$ cat src/rtl/giro_position_counter_if.sv
// rtl/giro_position_counter_if.sv - encoder/control inputs and position outputs of the position counter
interface giro_position_counter_if #(
  parameter int WIDTH = 8
);
  logic             cw;
  logic             ccw;
  logic             clr;
  logic             load;
  logic [WIDTH-1:0] load_val;
  logic [WIDTH-1:0] pos;
  logic             changed;
  logic             dir;
  logic             at_min;
  logic             at_max;
  logic [7:0]       speed;

  modport master (
    output cw, ccw, clr, load, load_val,
    input  pos, changed, dir, at_min, at_max, speed
  );

  modport slave (
    input  cw, ccw, clr, load, load_val,
    output pos, changed, dir, at_min, at_max, speed
  );
endinterface

$ cat src/rtl/giro_position_counter.sv
// rtl/giro_position_counter.sv - bounded rotary-encoder position counter with speed-dependent stepping
module giro_position_counter #(
  parameter int WIDTH       = 8,
  parameter int MIN_POS     = 0,
  parameter int MAX_POS     = 100,
  parameter int WRAP        = 0,
  parameter int WINDOW      = 1000,
  parameter int FAST_THRESH = 4,
  parameter int FAST_STEP   = 4
) (
  input  logic                   clk,
  input  logic                   rst,
  giro_position_counter_if.slave bus
);

  localparam int W1  = WIDTH + 1;
  localparam int WCW = (WINDOW > 1) ? $clog2(WINDOW) : 1;

  localparam logic [W1-1:0]    MIN_X    = W1'(MIN_POS);
  localparam logic [W1-1:0]    MAX_X    = W1'(MAX_POS);
  localparam logic [W1-1:0]    ONE_X    = W1'(1);
  localparam logic [W1-1:0]    FAST_X   = W1'(FAST_STEP);
  localparam logic [WIDTH-1:0] MIN_P    = WIDTH'(MIN_POS);
  localparam logic [WIDTH-1:0] MAX_P    = WIDTH'(MAX_POS);
  localparam logic [8:0]       THRESH_X = 9'(FAST_THRESH);
  localparam logic [WCW-1:0]   WIN_LAST = WCW'(WINDOW - 1);
  localparam logic [1:0]       ARM_DONE = 2'd3;

  logic             cw_s1_q, cw_s2_q, cw_prev_q;
  logic             ccw_s1_q, ccw_s2_q, ccw_prev_q;
  logic [1:0]       arm_q, arm_d;
  logic [WIDTH-1:0] pos_q, pos_d;
  logic             changed_q, changed_d;
  logic             dir_q, dir_d;
  logic [7:0]       speed_q, speed_d;
  logic [7:0]       ev_cnt_q, ev_cnt_d, ev_cnt_inc;
  logic [WCW-1:0]   win_q, win_d;

  logic             armed, cw_ev, ccw_ev, accept;
  logic [W1-1:0]    pos_x, step_x, sum_x, up_x, dn_x, load_x;

  // Edge flops run during the arm period so a level held across reset release never looks like a rise.
  assign armed  = (arm_q == ARM_DONE);
  assign cw_ev  = armed & cw_s2_q & ~cw_prev_q;
  assign ccw_ev = armed & ccw_s2_q & ~ccw_prev_q;
  assign accept = (cw_ev ^ ccw_ev) & ~bus.clr & ~bus.load;

  always_comb begin
    pos_x  = {1'b0, pos_q};
    step_x = ({1'b0, speed_q} >= THRESH_X) ? FAST_X : ONE_X;
    sum_x  = pos_x + step_x;

    up_x = sum_x;
    if (sum_x > MAX_X) begin
      up_x = (WRAP != 0) ? (MIN_X + (sum_x - MAX_X - ONE_X)) : MAX_X;
    end

    // Compare before subtracting so the unsigned difference never goes negative.
    dn_x = pos_x - step_x;
    if (pos_x < (MIN_X + step_x)) begin
      dn_x = (WRAP != 0) ? (MAX_X + ONE_X - (MIN_X + step_x - pos_x)) : MIN_X;
    end

    load_x = {1'b0, bus.load_val};
    if (load_x < MIN_X) begin
      load_x = MIN_X;
    end else if (load_x > MAX_X) begin
      load_x = MAX_X;
    end

    pos_d = pos_q;
    if (bus.clr) begin
      pos_d = MIN_P;
    end else if (bus.load) begin
      pos_d = WIDTH'(load_x);
    end else if (accept) begin
      pos_d = cw_ev ? WIDTH'(up_x) : WIDTH'(dn_x);
    end
  end

  always_comb begin
    changed_d  = (pos_d != pos_q);
    dir_d      = accept ? cw_ev : dir_q;
    arm_d      = armed ? arm_q : (arm_q + 2'd1);
    ev_cnt_inc = (accept && (ev_cnt_q != 8'hFF)) ? (ev_cnt_q + 8'd1) : ev_cnt_q;
    // An event landing on the rollover cycle still belongs to the window being closed.
    if (win_q == WIN_LAST) begin
      win_d    = '0;
      speed_d  = ev_cnt_inc;
      ev_cnt_d = '0;
    end else begin
      win_d    = win_q + WCW'(1);
      speed_d  = speed_q;
      ev_cnt_d = ev_cnt_inc;
    end
  end

  always_ff @(posedge clk) begin
    if (rst) begin
      cw_s1_q    <= 1'b0;
      cw_s2_q    <= 1'b0;
      cw_prev_q  <= 1'b0;
      ccw_s1_q   <= 1'b0;
      ccw_s2_q   <= 1'b0;
      ccw_prev_q <= 1'b0;
      arm_q      <= 2'd0;
      pos_q      <= MIN_P;
      changed_q  <= 1'b0;
      dir_q      <= 1'b0;
      speed_q    <= 8'd0;
      ev_cnt_q   <= 8'd0;
      win_q      <= '0;
    end else begin
      cw_s1_q    <= bus.cw;
      cw_s2_q    <= cw_s1_q;
      cw_prev_q  <= cw_s2_q;
      ccw_s1_q   <= bus.ccw;
      ccw_s2_q   <= ccw_s1_q;
      ccw_prev_q <= ccw_s2_q;
      arm_q      <= arm_d;
      pos_q      <= pos_d;
      changed_q  <= changed_d;
      dir_q      <= dir_d;
      speed_q    <= speed_d;
      ev_cnt_q   <= ev_cnt_d;
      win_q      <= win_d;
    end
  end

  assign bus.pos     = pos_q;
  assign bus.changed = changed_q;
  assign bus.dir     = dir_q;
  assign bus.speed   = speed_q;
  assign bus.at_min  = (pos_q == MIN_P);
  assign bus.at_max  = (pos_q == MAX_P);

endmodule

$ cat src/flat_wrapper.sv
// flat-port wrapper written by rule: the top's interface ports become plain ports
module giro_position_counter_flat 
#(
  parameter int WIDTH       = 8,
  parameter int MIN_POS     = 0,
  parameter int MAX_POS     = 100,
  parameter int WRAP        = 0,
  parameter int WINDOW      = 1000,
  parameter int FAST_THRESH = 4,
  parameter int FAST_STEP   = 4
)
  (clk, rst, bus_cw, bus_ccw, bus_clr, bus_load, bus_load_val, bus_pos, bus_changed, bus_dir, bus_at_min, bus_at_max, bus_speed);
  giro_position_counter_if #(.WIDTH(WIDTH)) bus_i ();
  input  logic clk;
  input  logic rst;
  input wire logic [$bits(bus_i.cw)-1:0] bus_cw;
  input wire logic [$bits(bus_i.ccw)-1:0] bus_ccw;
  input wire logic [$bits(bus_i.clr)-1:0] bus_clr;
  input wire logic [$bits(bus_i.load)-1:0] bus_load;
  input wire logic [$bits(bus_i.load_val)-1:0] bus_load_val;
  output wire logic [$bits(bus_i.pos)-1:0] bus_pos;
  output wire logic [$bits(bus_i.changed)-1:0] bus_changed;
  output wire logic [$bits(bus_i.dir)-1:0] bus_dir;
  output wire logic [$bits(bus_i.at_min)-1:0] bus_at_min;
  output wire logic [$bits(bus_i.at_max)-1:0] bus_at_max;
  output wire logic [$bits(bus_i.speed)-1:0] bus_speed;
  assign bus_i.cw = bus_cw;
  assign bus_i.ccw = bus_ccw;
  assign bus_i.clr = bus_clr;
  assign bus_i.load = bus_load;
  assign bus_i.load_val = bus_load_val;
  assign bus_pos = bus_i.pos;
  assign bus_changed = bus_i.changed;
  assign bus_dir = bus_i.dir;
  assign bus_at_min = bus_i.at_min;
  assign bus_at_max = bus_i.at_max;
  assign bus_speed = bus_i.speed;
  giro_position_counter #(.WIDTH(WIDTH), .MIN_POS(MIN_POS), .MAX_POS(MAX_POS), .WRAP(WRAP), .WINDOW(WINDOW), .FAST_THRESH(FAST_THRESH), .FAST_STEP(FAST_STEP)) u_core (.clk(clk), .rst(rst), .bus(bus_i));
endmodule
$ cat config.mk
export PLATFORM = sky130hd
export DESIGN_NAME = giro_position_counter_flat
export DESIGN_NICKNAME = d
export VERILOG_FILES = /design/src/rtl/giro_position_counter_if.sv /design/src/rtl/giro_position_counter.sv /design/src/flat_wrapper.sv
export SDC_FILE = /design/constraint.sdc
export NUM_CORES = 1
export LEC_CHECK = 0
export ABC_AREA = 1
export CAP_MARGIN = 20
export CORE_ASPECT_RATIO = 0.75
export CORE_UTILIZATION = 25
export DETAILED_ROUTE_END_ITERATION = 6
export PLACE_DENSITY_LB_ADDON = 0.15
export SYNTH_ARGS = -nofsm -noshare
export SYNTH_HDL_FRONTEND = slang
export SYNTH_SLANG_ARGS = --single-unit
$ cat constraint.sdc
create_clock -name clk -period 2.66 [get_ports clk]
set_input_delay 0.665 -clock clk [delete_from_list [all_inputs] [get_ports clk]]
set_output_delay 0.665 -clock clk [all_outputs]
set_load 0.05 [all_outputs]
==> out/qor.yml, run 1 <==
ys_ff_latch: 44
finalWorstSetupSlack_ns: -0.0005100
drc: 0
overflow: 0
synth_top_cell_by_area: "dfxtp_1"
die_h_um: 89.40
cts_max_path_buffers: 2
drive_gt1_frac: 0.2121
violations: "setup timing"
dp_hpwl_mm: 5.460
synth_async_sr_flop_share: 0
first_iter_violations: 195
synth_edf_count: 0
synth.distinct_cells: 36
fillers: 1073
cts_root_buf: "clkbuf_16"
tritoncts: "yes"
layout_common_cells: "85 x nand2_1, 53 x nor2_1, 52 x inv_1"
syn_area_um2: 2546
holdBufCountCts: 0
start_util: 0.2605
finalClockSkew_ns: 0.004849
drt-vias-per-instance: 4.379
p_sw_frac: 0.2583
die-width_um: 118.5
hold_violations: 0
synth_seq_area_share: 0.3459
grt_pass1_wl_mm: 11.50
whs_ns: 0.4015
switchingPower_mw: 0.4378
areaGrowthSynthToFinish_pct: 41.23
worst_pin_slew_ns: 0.5215
nets: 471
rsz0062_at_grt: "true"
cts_max_level: 2
synth_nets: 413
dp.cells: 566
worstPathArrival_ns: 2.83
clock_power_share: 0.427
core_area_um2: 9774
layout.cells.non_filler: 580
cts.reportedPaths.clkPinSlew_ns: 0.06
antenna_found_initial: 0
grt_use_total: 0.1379
pin_count: 34
fin_crit_sh: 1.000
first_pass_iters: 4
diodes: 0
hold_class: "reg2reg"
rows: 31
status: "finished with violations"
internal-power_mw: 1.257
gp_routability_congestion: 0.8661
wl_per_cell_um: 12.22
final_common_cell: "nand2_1"
leakagePower_nw: 1.549
critPathKind: "reg2reg"
cp-end-kind: "register"
combPwrFrac: 0.162
cts_buffers: 5
grt_pass1_vias: 2362
power_density_nw_per_um2: 471.3
seq_power_share: 0.411
layout_min_cycle_time_ns: 2.661
critPathMaxFanout: 5
drv_slew: 0
port_buffers: 33
synth_warnings: 0
slew_headroom: 0.6513
clkSinkCount: 44
cap_violations: 0
rrSetupSlack_ns: -0.0005
antenna_left: 0
synth-main-ff-cell: "dfxtp_1"
clock.fmax_ghz: 0.3759
vias: 2540
synth_top_cell_area_share: 0.3459
ir_drop_uv: 253.4
finalSetupViolCount: 1
wirelength_mm: 7.088
synth_cells: 389
grt_max_degree: 18
synthTopCellsByArea: "dfxtp_1 35%, nand2_1 15%, inv_1 8.1%"
die-area_um2: 10600
worst_setup_path_start_kind: "register"
insertion_delay_ns: 0.28
required_ns: 2.83
syn_avg_cell_area_um2: 6.545
==> cells by family after synthesis <==
family / share of synthesized area
and+or+nand+nor: 0.3710
DFF: 0.3459
muxes: 0.003931
adders and majority gates: 0.04914
AOI/OAI and AO/OA: 0.1061
xor gates and xnor gates: 0.02408
buffers and inverters: 0.09975
==> cell usage after synthesis, types with 2 or more instances <==
cell type  count
nand2_1      101
inv_1         55
nor2_1        55
dfxtp_1       44
nand3_1       40
o21ai_0       20
ha_1          10
a21oi_1        9
nor3_1         5
xnor2_1        5
nor2_2         4
o21ai_1        4
clkbuf_1       3
inv_2          3
nand4_1        3
nor4_1         3
o31ai_1        3
nand2_4        2
o22ai_1        2
xor2_1         2
==> power groups by stage <==
stage	combinational, mW	clock [mW]	sequential (mW)
4_1_cts	0.255	0.746	0.696
6_report	0.274	0.724	0.697
2_1_floorplan	0.139	0	0.728
3_3_place_gp	0.246	0	0.710
5_1_grt	0.306	0.776	0.699
3_5_place_dp	0.247	0	0.710
==> cell type report <==
| type | count | area (um^2) | area share |
|---|---|---|---|
| Multi-Input combinational cell | 281 | 1637 | 0.4551 |
| Sequential cell | 44 | 884.6 | 0.2460 |
| Timing Repair Buffer | 56 | 505.5 | 0.1406 |
| Inverter | 59 | 226.5 | 0.06298 |
| Tap cell | 132 | 165.2 | 0.04593 |
| Clock buffer | 6 | 138.9 | 0.03862 |
| Clock inverter | 2 | 38.79 | 0.01079 |
==> repair_timing <==
| action | 4_1_cts | 5_1_grt |
|---|---|---|
| endpoints found under the setup margin | 1 | 1 |
| cloned | 0 | 0 |
| pin swaps | 5 | 23 |
| gates resized for setup | 19 | 36 |
| buffers inserted | 2 | 4 |
==> layer usage <==
metal  vias to the layer above  track usage  share of wire
met4                         0      0.03913         0.0066
met5                         -            0              0
met2                        39       0.2063           0.42
met1                      1146       0.2012           0.53
met3                         5      0.02423          0.043
li1                       1350            -              -
==> final timing paths <==
kind / cells after the start / from / endpoint
worst max register to register: 22 / u_core.bus.speed[4] / u_core.bus.changed
worst min register to register: 2 / u_core.ccw_s1_q / u_core.ccw_s2_q
worst max-delay path: 22 / u_core.bus.speed[4] / u_core.bus.changed
worst min-delay path: 2 / u_core.ccw_s1_q / u_core.ccw_s2_q
==> state kept, by name (all words and copies together), names as in the netlist <==
name                count
u_core.win_q           10
u_core.bus.pos          8
u_core.bus.speed        8
u_core.ev_cnt_q         8
u_core.arm_q            2
u_core.bus.changed      1
u_core.bus.dir          1
u_core.ccw_prev_q       1
u_core.ccw_s1_q         1
u_core.ccw_s2_q         1
u_core.cw_prev_q        1
u_core.cw_s1_q          1
u_core.cw_s2_q          1
==> per-stage QoR <==
| stage | instance area [um^2] | power [mW] | TNS, ns | setup slack, ns | utilization |
|---|---|---|---|---|---|
| final | 3596 | 1.695 | -0.0005100 | -0.0005100 | 0.3679 |
| after CTS | 3430 | 1.698 | 0 | 0.04346 | 0.3509 |
| after detailed placement | 3148 | 0.9570 | -0.09731 | -0.09731 | 0.3221 |
| after global routing | 3596 | 1.781 | -0.2067 | -0.2067 | 0.3679 |
| after floorplan | 2557 | 0.8672 | 0 | 0.02210 | - |
| after global placement | 3148 | 0.9564 | -0.08780 | -0.08780 | 0.3221 |
==> critical path, cell delays in order (launching register included) <==
cell and delay [ns]:
dfxtp_2 0.34, nor4_4 0.27, nand3_2 0.17, inv_2 0.14, ha_4 0.16, ha_4 0.17, nand2_4 0.06, nand2_4 0.08
nand3_2 0.07, nand2_2 0.10, nand3_2 0.08, nand2_2 0.09, nand2_2 0.07, nand2_4 0.10, nand2_2 0.06, nand2_2 0.06
nand2_2 0.06, nand2_1 0.08, nand3_1 0.06, nor2_1 0.11, nand2_1 0.08, nor2_1 0.10, nor2_1 0.04
No activity file was read; power rests on OpenSTA's default activity.
==> run 2, diff against run 1 <==
--- a/config.mk
+++ b/config.mk
@@ -6,11 +6,9 @@
 export NUM_CORES = 1
 export LEC_CHECK = 0
 export ABC_AREA = 1
-export CAP_MARGIN = 20
 export CORE_ASPECT_RATIO = 0.75
 export CORE_UTILIZATION = 25
 export DETAILED_ROUTE_END_ITERATION = 6
-export PLACE_DENSITY_LB_ADDON = 0.15
 export SYNTH_ARGS = -nofsm -noshare
 export SYNTH_HDL_FRONTEND = slang
 export SYNTH_SLANG_ARGS = --single-unit
==> run 2 against run 1 <==
Largest cell class unchanged. Worst setup slack got worse by 0.030 ns. Sequential share of layout area hardly changed. Global-route usage grew 0.13 points. Non-clock buffer count is 1 higher. The flow still finishes with violations (setup timing). Clock skew rose by 0.0010 ns. Die area did not move. Total power rose by 2.2%. Maximum frequency is 1.1% lower. First-iteration DRC count is 16% lower. Sequential cell count stayed put. Wire length increased by 1.0%. Cell area rose by 0.14%.
==> out/qor.yml, run 2 (same netlist as run 1, synthesis figures left out) <==
drt-vias-per-instance: 4.616
tritoncts: "yes"
whs_ns: 0.4081
die_h_um: 89.40
gp_routability_congestion: 0.9308
final_common_cell: "nand2_1"
cp-end-kind: "register"
registers.top_by_ff_count: "u_core.win_q"
multiInputGateArea_um2: 1627
finalClockSkew_ns: 0.005849
finalSetupViolCount: 1
fin_area_um2: 3601
wirelength_mm: 7.160
drive_gt1_frac: 0.2049
cts_max_level: 2
worst_setup_path_start_kind: "register"
finalPower_mw: 1.732
holdBufCountCts: 0
hold_violations: 0
status: "finished with violations"
rows: 31
cts_buffers: 5
ir_drop_uv: 226.6
required_ns: 2.84
diodes: 0
violations: "setup timing"
grt_max_degree: 17
overflow: 0
layout_common_cells: "85 x nand2_1, 53 x inv_1, 52 x nor2_1"
regArea_um2: 884.6
rsz0062_at_grt: "true"
timing.rr.end: "u_core.bus.changed"
die-area_um2: 10600
fillers: 1038
cts_max_path_buffers: 2
finalWorstSetupSlack_ns: -0.03101
cap_violations: 0
min_to: "u_core.ccw_s2_q"
fin_crit_sh: 1.012
place_area_um2: 3141
critPathMaxFanout: 3
grt_use_total: 0.1392
clkSinkCount: 44
worstPathArrival_ns: 2.87
start_util: 0.2605
drc: 0
areaGrowthSynthToFinish_pct: 41.42
clock.fmax_ghz: 0.3716
cts.reportedPaths.clkPinSlew_ns: 0.06
dpl_worst_slack_ns: -0.1165
vias: 2682
hold_class: "reg2reg"
first_pass_iters: 5
drv_slew: 0
r2r-start: "u_core.bus.speed[4]"
dp_hpwl_mm: 5.227
rrSetupSlack_ns: -0.03
min_path_cells: 2
layout_min_cycle_time_ns: 2.691
largest_reg_flops: 10
wl_per_cell_um: 12.32
leakagePower_nw: 1.534
tns_ns: -0.03101
insertion_delay_ns: 0.29
grt_pass1_vias: 2622
slew_headroom: 0.6477
antenna_found_initial: 0
critPathKind: "reg2reg"
grt_pass1_wl_mm: 11.90
first_iter_violations: 164
cts_root_buf: "clkbuf_16"
die-width_um: 118.5
core_area_um2: 9774
fin_util: 0.3684
nets: 472
dp.cells: 565
worst_pin_slew_ns: 0.5277
hp-start: "u_core.ccw_s1_q"
port_buffers: 33
pin_count: 34
power_density_nw_per_um2: 481.0
reg2regPathDepth: 19
antenna_left: 0
layout.cells.non_filler: 581
-- run 2: layout make-up --
type	count	area share
multi-input combinational	281	0.4517
sequential	44	0.2457
timing repair buffer	57	0.1425
inverter	59	0.06359
tap	132	0.04587
clock buffer	7	0.04239
clock inverter	1	0.008339
-- run 2: how the worst max path moves through the flow --
stage | start | endpoint | slack [ns] | cells after the start
6_report | u_core.bus.speed[4] | u_core.bus.changed | -0.03 | 19
5_1_grt | u_core.bus.speed[4] | u_core.bus.changed | -0.21 | 19
4_1_cts | u_core.bus.speed[7] | u_core.bus.changed | 0.008 | 22
3_5_place_dp | u_core.bus.speed[4] | u_core.bus.changed | -0.12 | 22
3_3_place_gp | u_core.bus.speed[5] | u_core.bus.changed | 0.01 | 18
2_1_floorplan | u_core.bus.speed[4] | u_core.bus.changed | 0.02 | 22
-- run 2: worst max-delay path, stage by stage, from the launching register on --
cell and delay, ns:
dfxtp_2 0.34, nor4_4 0.32, nand3_4 0.17, ha_4 0.29
or2_4 0.23, buf_4 0.15, nand3_1 0.08, nand2_1 0.08
nand3_2 0.09, nand3_2 0.09, nor2_2 0.14, nand2_2 0.08
nand2_2 0.08, nand2_2 0.06, nand2_1 0.07, nand2_1 0.07
nor2_2 0.07, nand2_1 0.05, nor2_1 0.08, nor2_1 0.04
-- run 2: timing repair --
| action | 4_1_cts | 5_1_grt |
|---|---|---|
| pin swaps | 6 | 19 |
| setup buffers | 4 | 4 |
| hold endpoints to repair | 0 | 0 |
| gates resized for setup | 20 | 33 |
| endpoints found under the setup margin | 1 | 3 |
-- run 2: power by group --
group | internal, mW | total (mW) | switching [mW] | leakage [nW]
registers | 0.679 | 0.699 | 0.0207 | 0.359
clock network | 0.495 | 0.756 | 0.262 | 0.0901
logic | 0.109 | 0.276 | 0.167 | 1.08
total | 1.28 | 1.73 | 0.450 | 1.53
-- run 2: layer usage --
layer	global-route usage	vias up	part of all wire	routed length, um
li1	-	1353	-	-
met1	0.1781	1209	0.48	3410
met2	0.2334	95	0.44	3149
met3	0.02934	25	0.056	398
met4	0.05178	0	0.028	201
met5	0	-	0	0
